==> config.mk <==
export PLATFORM = sky130hd
export DESIGN_NAME = hall_conditioner
export DESIGN_NICKNAME = d
export VERILOG_FILES = /design/src/rtl/hall_conditioner.sv
export SDC_FILE = /design/constraint.sdc
export NUM_CORES = 1
export LEC_CHECK = 0
export BUFFER_PORTS_ARGS = -buffer_cell sky130_fd_sc_hd__buf_2
export CORE_ASPECT_RATIO = 0.9
export CORE_UTILIZATION = 35
export DETAILED_ROUTE_END_ITERATION = 12
export HOLD_SLACK_MARGIN = 0.02
export SETUP_SLACK_MARGIN = 0.1
export SYNTH_ARGS = -nofsm -noshare
export SYNTH_HDL_FRONTEND = slang
export SYNTH_SLANG_ARGS = --single-unit
==> constraint.sdc <==
create_clock -name clk -period 5.9 [get_ports clk]
set_input_delay 0.885 -clock clk [delete_from_list [all_inputs] [get_ports clk]]
set_output_delay 0.885 -clock clk [all_outputs]
set_load 0.05 [all_outputs]
==> src/rtl/hall_conditioner.sv <==
// rtl/hall_conditioner.sv - Hall sensor synchroniser, deglitch filter, sector decoder and edge-period meter.
module hall_conditioner #(
    parameter int FILTER_CYCLES = 8,
    parameter int PERIOD_W      = 16
) (
    input  logic                clk,
    input  logic                rst,
    input  logic                H1,
    input  logic                H2,
    input  logic                H3,
    input  logic                fault_clr,
    output logic [2:0]          sector,
    output logic                hall_valid,
    output logic                dir,
    output logic                edge_stb,
    output logic [PERIOD_W-1:0] period,
    output logic                period_stb,
    output logic                stall,
    output logic [1:0]          fault
);

    localparam logic [7:0]          FILT    = 8'(FILTER_CYCLES);
    localparam logic [PERIOD_W-1:0] CNT_MAX = '1;
    localparam logic [PERIOD_W-1:0] CNT_ONE = PERIOD_W'(1);

    logic [2:0]          r_s1, r_s2, r_cand, r_acc, r_sector;
    logic [7:0]          r_stab;
    logic [PERIOD_W-1:0] r_cnt, r_period;
    logic                r_hall_valid, r_dir, r_edge_stb, r_period_stb, r_stall;
    logic [1:0]          r_fault;

    logic [2:0] w_new_sec;
    logic       w_legal, w_accept, w_init;
    logic [3:0] w_diff, w_delta;

    always_comb begin
        w_new_sec = 3'd0;
        w_legal   = 1'b1;
        case (r_cand)
            3'b001:  w_new_sec = 3'd0;
            3'b101:  w_new_sec = 3'd1;
            3'b100:  w_new_sec = 3'd2;
            3'b110:  w_new_sec = 3'd3;
            3'b010:  w_new_sec = 3'd4;
            3'b011:  w_new_sec = 3'd5;
            default: w_legal   = 1'b0;
        endcase
    end

    // Candidate must have been stable for FILTER_CYCLES and differ from the accepted code.
    assign w_accept = (r_s2 == r_cand) && (r_stab == FILT) && (r_cand != r_acc);
    assign w_init   = !r_hall_valid || r_stall;
    assign w_diff   = {1'b0, w_new_sec} + 4'd6 - {1'b0, r_sector};
    assign w_delta  = (w_diff >= 4'd6) ? (w_diff - 4'd6) : w_diff;

    always_ff @(posedge clk) begin
        if (rst) begin
            r_s1         <= 3'b000;
            r_s2         <= 3'b000;
            r_cand       <= 3'b000;
            r_stab       <= 8'd0;
            r_acc        <= 3'b000;
            r_cnt        <= '0;
            r_sector     <= 3'd0;
            r_hall_valid <= 1'b0;
            r_dir        <= 1'b0;
            r_edge_stb   <= 1'b0;
            r_period     <= '0;
            r_period_stb <= 1'b0;
            r_stall      <= 1'b0;
            r_fault      <= 2'b00;
        end else begin
            r_s1 <= {H3, H2, H1};
            r_s2 <= r_s1;

            if (r_s2 != r_cand) begin
                r_cand <= r_s2;
                r_stab <= 8'd1;
            end else if (r_stab != FILT) begin
                r_stab <= r_stab + 8'd1;
            end

            r_edge_stb   <= 1'b0;
            r_period_stb <= 1'b0;
            r_fault      <= fault_clr ? 2'b00 : r_fault;

            if (w_accept && w_legal) begin
                r_cnt   <= CNT_ONE;
                r_stall <= 1'b0;
            end else begin
                if (r_cnt != CNT_MAX) r_cnt <= r_cnt + CNT_ONE;
                if (r_cnt == CNT_MAX) r_stall <= 1'b1;
            end

            if (w_accept) begin
                r_acc <= r_cand;
                if (!w_legal) begin
                    r_fault[0]   <= 1'b1;
                    r_hall_valid <= 1'b0;
                end else begin
                    r_sector     <= w_new_sec;
                    r_hall_valid <= 1'b1;
                    r_edge_stb   <= 1'b1;
                    // Init edges (after illegal code or stall) only re-seed the period counter.
                    if (!w_init) begin
                        if (w_delta == 4'd1 || w_delta == 4'd5) begin
                            r_dir        <= (w_delta == 4'd1);
                            r_period     <= r_cnt;
                            r_period_stb <= 1'b1;
                        end else begin
                            r_fault[1] <= 1'b1;
                        end
                    end
                end
            end
        end
    end

    assign sector     = r_sector;
    assign hall_valid = r_hall_valid;
    assign dir        = r_dir;
    assign edge_stb   = r_edge_stb;
    assign period     = r_period;
    assign period_stb = r_period_stb;
    assign stall      = r_stall;
    assign fault      = r_fault;

endmodule

==> results of run 1 <==
==> final cells by class <==
class / instances / share of cell area
multi-input cells: 217 / 0.440
flip-flops and latches: 62 / 0.398
repair buffers: 31 / 0.0498
clock buffers: 12 / 0.0434
well taps: 96 / 0.0385
clock inverters: 4 / 0.0153
inverters: 12 / 0.0145
==> final timing paths <==
| kind | from | to | cells after the start |
|---|---|---|---|
| worst min register to register | r_s1[1] | r_s2[1] | 1 |
| worst max register to register | r_cand[2] | period[13] | 13 |
| worst max-delay path | r_cand[2] | period[13] | 13 |
| worst min-delay path | r_s1[1] | r_s2[1] | 1 |
==> synth_stat cells, types with 2 or more instances <==
library cell and number:
nor2b_1 10, nor2_1 28, nand3b_1 2, mux2i_1 2, buf_6 4, nand3_1 24
buf_2 4, ha_1 8, nand2b_1 6, xor2_1 10, nand2_1 12, a21oi_1 32
nand4_1 4, inv_1 12, a31oi_1 3, nor3_1 11, clkbuf_1 9, dfxtp_1 62
and3_1 3, buf_4 2, and4_1 2, o21ai_1 2, o32ai_1 2, xnor2_1 11
o21ai_0 17, a211oi_1 5
==> layer usage <==
layer	vias to the layer above	global-route usage
li1	1131	-
met1	977	0.207
met2	43	0.212
met3	12	0.0272
met4	0	0.0814
met5	-	0
==> through the flow <==
step / worst slack, ns / std cells / power, W / area, sq um
final: 2.47 / 434 / 0.000816 / 3120
after global placement: 2.63 / 418 / 0.000474 / 2930
after CTS: 2.50 / 434 / 0.000826 / 3120
after floorplan: 3.00 / 310 / 0.000468 / 2770
after global routing: 2.08 / 434 / 0.000852 / 3120
after detailed placement: 2.50 / 418 / 0.000475 / 2930
==> flip-flops by register name (all words and copies together) (netlist names) <==
register,flops
stall,1
fault,2
period_stb,1
r_stab,8
r_cnt,16
dir,1
r_s1,3
r_s2,3
edge_stb,1
sector,3
hall_valid,1
r_acc,3
period,16
r_cand,3
==> power breakdown <==
group | internal [W] | leakage (nW) | switching [W] | total (W)
Sequential | 0.000424 | 0.502 | 0.00000530 | 0.000430
Clock | 0.000194 | 0.0904 | 0.000157 | 0.000351
Combinational | 0.0000141 | 0.566 | 0.0000218 | 0.0000360
Total | 0.000632 | 1.16 | 0.000184 | 0.000816
==> cell families (layout without fill, tap and decap cells) <==
kind of cell,Yosys count,after routing
buffers and inverters,31,59
and+or+nand+nor,114,114
adders and majority gates,9,9
muxes,2,2
AOI/OAI and AO/OA,71,71
DFF,62,62
xor gates and xnor gates,21,21
==> metrics, run 1 <==
number of global-route vias before repair 1972; post-layout min period 3.43 ns; worst hold-check path type flip-flop to flip-flop; Setup violations, final 0; mux share of post-synthesis cell area 0.00723; Worst setup EP type flip-flop; CP max stage cell dfxtp_1; post-synth top area share 0.448; Post-Synth XOR/XNOR Area 0.0665; worst skew pair latency 0.33 ns; Required @ worst endpoint 6.08 ns; area leader, netlist dfxtp_1; Slowest Stage Delay on Critical Path 0.48 ns; Layout Nets 348; Antenna Cells 0; Die X 95.7 um; post-CTS setup buffer count 0; Placer Congestion 0.783; Critical Path AT 3.61 ns; multi-input logic area 1370 sq um; main combinational cell family by area after synthesis simple AND/OR/NAND/NOR gates; GRT Util Overall 0.147; f_max 0.292 GHz; leading post-synthesis cells by cell area dfxtp_1 45%, a21oi_1 5.8%, nand3_1 4.3%, nor2_1 3.8%, ha_1 3.6%; Syn Nets 325; Synth Cell Area 2770 sq um; WL met3 221 um; unrepaired setup endpoints after global routing false; Mean Syn Cell Area 8.93 sq um; vias per cell 4.98; Final Max Tran Viols 0; setup tns final 0 ns; crit start category flip-flop; Worst-Margin Slew 1.16 ns; via count 2163; die height 86.4 um; Leakage 1.16 nW; async set-reset flop share out of synthesis 0; root buffer cell clkbuf_8; outcome completed; commonest non-fill, non-tap cells in the layout 62 x dfxtp_1, 32 x a21oi_1, 31 x buf_2; I/O Buffers 31; largest net degree at the start of global routing 44; CTS tree yes; Final Core Density 0.411; FP Rows 30; antenna viol nets, final 0; Post-synth EDFFs 0; htree depth 3; top-level I/O count 32; Reg area 1240 sq um; WL final 5590 um; power per standard cell area 262 nW/um^2; total CTS buffers 9; CP dominant cell by count ha_1; Max VDD drop 0.0000788 V; clk_skew 0.00677 ns; Worst slew margin 0.221; core area 7580 sq um; main flop type after synthesis dfxtp_1; Max Root-Sink Buffers 2; Worst Setup Path Type flip-flop to flip-flop; Adder-Cell Fraction of Synth Area 0.0434; Fill cells 760; crit-path cells nand2b_1 -> nand3_1 -> o21ai_0 -> ha_1 -> inv_1 -> ha_1 -> fa_1 -> ha_1 -> nand2b_1 -> mux2i_1 -> nand3b_1 -> o21ai_0 -> a21oi_1; hold-fix buffer count after cts 0; max_cap viols 0; Synth Instances 310; fin crit share 0.581; first-pass GRT wire length 9490 um; commonest non-fill, non-tap cell in the layout dfxtp_1; DRC viols 0; #FFs+latches synth 62; synthesis-to-finish area growth 12.6%; worst path bufs/invs 1; met2 wire len 2280 um; Synth Area in Simple Gates 0.221; Initial Util 0.365; Clock Sinks 62; HPWL Detailed 3890 um; Final Hold Vio Count 0; share of post-route cells with drive strength above 1 0.160; total die area 8270 sq um; CP Max Fanout 17; grt ovf 0; compound-gate portion of the synthesized area 0.156; YS warnings 0; Hold WS 0.438 ns; initial antenna violation count 0; Worst R2R Setup Slack 2.47 ns; CP delay by family, top adder cells; number of gates resized after CTS 0; Initial DRC Count 81; post-synthesis sequential area ratio 0.448; Top Layer Used met4; met1 wire length 2950 um; Reg clk slew, reported paths 0.07 ns; wire length per cell 12.9 um; Synth cell types 49; drt first pass iters 4
No activity file was read; power rests on OpenSTA's default activity.
==> run 2: changes to the inputs <==
==> constraint.sdc (replaced) <==
create_clock -name clk -period 3.58 [get_ports clk]
set_input_delay 0.537 -clock clk [delete_from_list [all_inputs] [get_ports clk]]
set_output_delay 0.537 -clock clk [all_outputs]
set_load 0.05 [all_outputs]
==> run 2 against run 1 <==
  * Fmax grew 7.2%
  * Cell area is essentially flat
  * Die area is the same
  * Worst setup slack worse by 2.1 ns
==> metrics, run 2 (synthesized netlist as in run 1, its figures left out) <==
WL final 5620 um (+0.50%); DRC viols 0 (unchanged); commonest non-fill, non-tap cell in the layout dfxtp_1; Max Root-Sink Buffers 2 (unchanged); Antenna Cells 0 (unchanged); placed insts 421 (+0.72%); synthesis-to-finish area growth 12.7% (about the same); total die area 8270 sq um (unchanged); CP Max Fanout 17 (unchanged); Setup violations, final 0 (unchanged); Int Power 0.000994 W (+57%); htree depth 3 (unchanged); worst path bufs/invs 1 (unchanged); combinational share of power 0.047 (+0.003); commonest non-fill, non-tap cells in the layout 62 x dfxtp_1, 32 x a21oi_1, 31 x buf_2; I/O Buffers 31 (unchanged); Slowest Stage Delay on Critical Path 0.48 ns (about the same); total CTS buffers 9 (unchanged); worst hold-check path type input pin to flip-flop; Switching Share 0.224 (-0.00101); outcome completed; via count 2195 (+1.5%); Die X 95.7 um (unchanged); root buffer cell clkbuf_8; core area 7580 sq um (unchanged); Flop pwr share 0.553 (+0.027); Max VDD drop 0.000123 V (+56%); Required @ worst endpoint 3.84 ns (-2.24 ns); non-filler cells in the finished layout 437 (+0.69%); Worst slew margin 0.302 (+0.0806); initial antenna violation count 0 (unchanged); Worst-Margin Slew 1.04 ns (-0.120 ns); crit-path cells nand2b_1 -> nand3_1 -> o21ai_0 -> ha_1 -> inv_1 -> ha_1 -> fa_1 -> ha_1 -> nand2b_1 -> mux2i_1 -> and3b_2 -> nand3_1 -> a21oi_1; Final Max Tran Viols 0 (unchanged); vias per cell 5.02 (+0.78%); antenna viol nets, final 0 (unchanged); Critical Path AT 3.46 ns (-0.15 ns); Initial DRC Count 146 (+80%); worst skew pair latency 0.33 ns (about the same); Leakage 1.16 nW (+0.44%); wire length per cell 12.9 um (-0.19%); Clock Sinks 62 (unchanged); Clk pwr share 0.400 (-0.030); Placer Congestion 0.786 (+0.32%); number of global-route vias before repair 1875 (-4.9%); crit start category flip-flop; post-layout min period 3.20 ns (-0.231 ns); switching pwr 0.000287 W (+56%); CTS tree yes; CP delay by family, top adder cells; first-pass GRT wire length 9230 um (-2.8%); CP max stage cell dfxtp_1; unrepaired setup endpoints after global routing false; Initial Util 0.365 (unchanged); Reg clk slew, reported paths 0.06 ns (about the same); f_max 0.313 GHz (+7.2%); top-level I/O count 32 (unchanged); drt first pass iters 4 (unchanged); Worst setup EP type flip-flop; HPWL Detailed 3900 um (+0.22%); post-CTS setup buffer count 0 (unchanged); die height 86.4 um (unchanged); hold-fix buffer count after cts 0 (unchanged); CP dominant cell by count ha_1; final worst setup slack 0.381 ns (-2.09 ns); Final Hold Vio Count 0 (unchanged); setup tns final 0 ns (unchanged); share of post-route cells with drive strength above 1 0.164 (+0.00446); number of gates resized after CTS 0 (unchanged); grt ovf 0 (unchanged); max_cap viols 0 (unchanged); largest net degree at the start of global routing 44 (unchanged); power per standard cell area 411 nW/um^2 (+57%); GRT Util Overall 0.145 (-0.00255); Layout Nets 351 (+0.86%); Worst Setup Path Type flip-flop to flip-flop; clk_skew 0.00774 ns (+0.000966 ns); fin crit share 0.893 (+0.312); FP Rows 30 (unchanged); pre-CTS WS 0.242 ns (-2.26 ns)
[run 2: changes by cell type in the layout (fill, tap and decap cells not counted), sizes merged]
cell,before,now
clkinv,2,1
buf,31,34
clkbuf,12,15
bufinv,1,0
clkinvlp,1,0
[run 2: cell type report]
cell class / count / area (sq um)
sequential: 62 / 1240
fill: 763 / 4460
timing repair buffer: 34 / 178
multi-input combinational: 217 / 1370
clock inverter: 1 / 5.00
inverter: 12 / 45.0
clock buffer: 15 / 156
tap: 96 / 120
[run 2: final timing paths]
check / end / start / depth (start not counted) / slack (ns)
max: period[15] / r_cand[2] / 13 / 0.38
min: r_s1[2] / H3 / 2 / 0.41
max reg2reg: period[15] / r_cand[2] / 13 / 0.38
min reg2reg: r_s2[0] / r_s1[0] / 1 / 0.44
[run 2: metal layers]
| metal | track usage | share of wire | up-vias |
|---|---|---|---|
| li1 | - | - | 1133 |
| met1 | 0.215 | 0.52 | 1008 |
| met2 | 0.192 | 0.40 | 45 |
| met3 | 0.0430 | 0.056 | 9 |
| met4 | 0.0611 | 0.018 | 0 |
| met5 | 0 | 0 | - |
[run 2: worst register-to-register path, cell delays in order, from the launching register on]
cell and delay [ns]:
dfxtp_1 0.48, nand2b_1 0.20, nand3_1 0.08, o21ai_0 0.13, ha_1 0.19, inv_1 0.04, ha_1 0.18, fa_1 0.47
ha_1 0.21, nand2b_1 0.14, mux2i_1 0.26, and3b_2 0.42, nand3_1 0.15, a21oi_1 0.18
[run 2: power by group through the flow]
stage	combinational, W	clock, W	sequential, W
final	0.0000598	0.000513	0.000708
after global routing	0.0000689	0.000569	0.000709
after CTS	0.0000604	0.000532	0.000708
after detailed placement	0.0000600	0	0.000724
after global placement	0.0000592	0	0.000723
after floorplan	0.0000522	0	0.000720
[run 2: metrics by stage]
step                      area [sq um]   util  hold slack [ns]  power [W]
after global placement            2960  0.390            0.421   0.000783
after detailed placement          2960  0.390            0.427   0.000784
after CTS                         3120  0.411            0.402    0.00130
final                             3120  0.411            0.413    0.00128
after floorplan                   2770      -            0.414   0.000772
after global routing              3120  0.411            0.397    0.00135
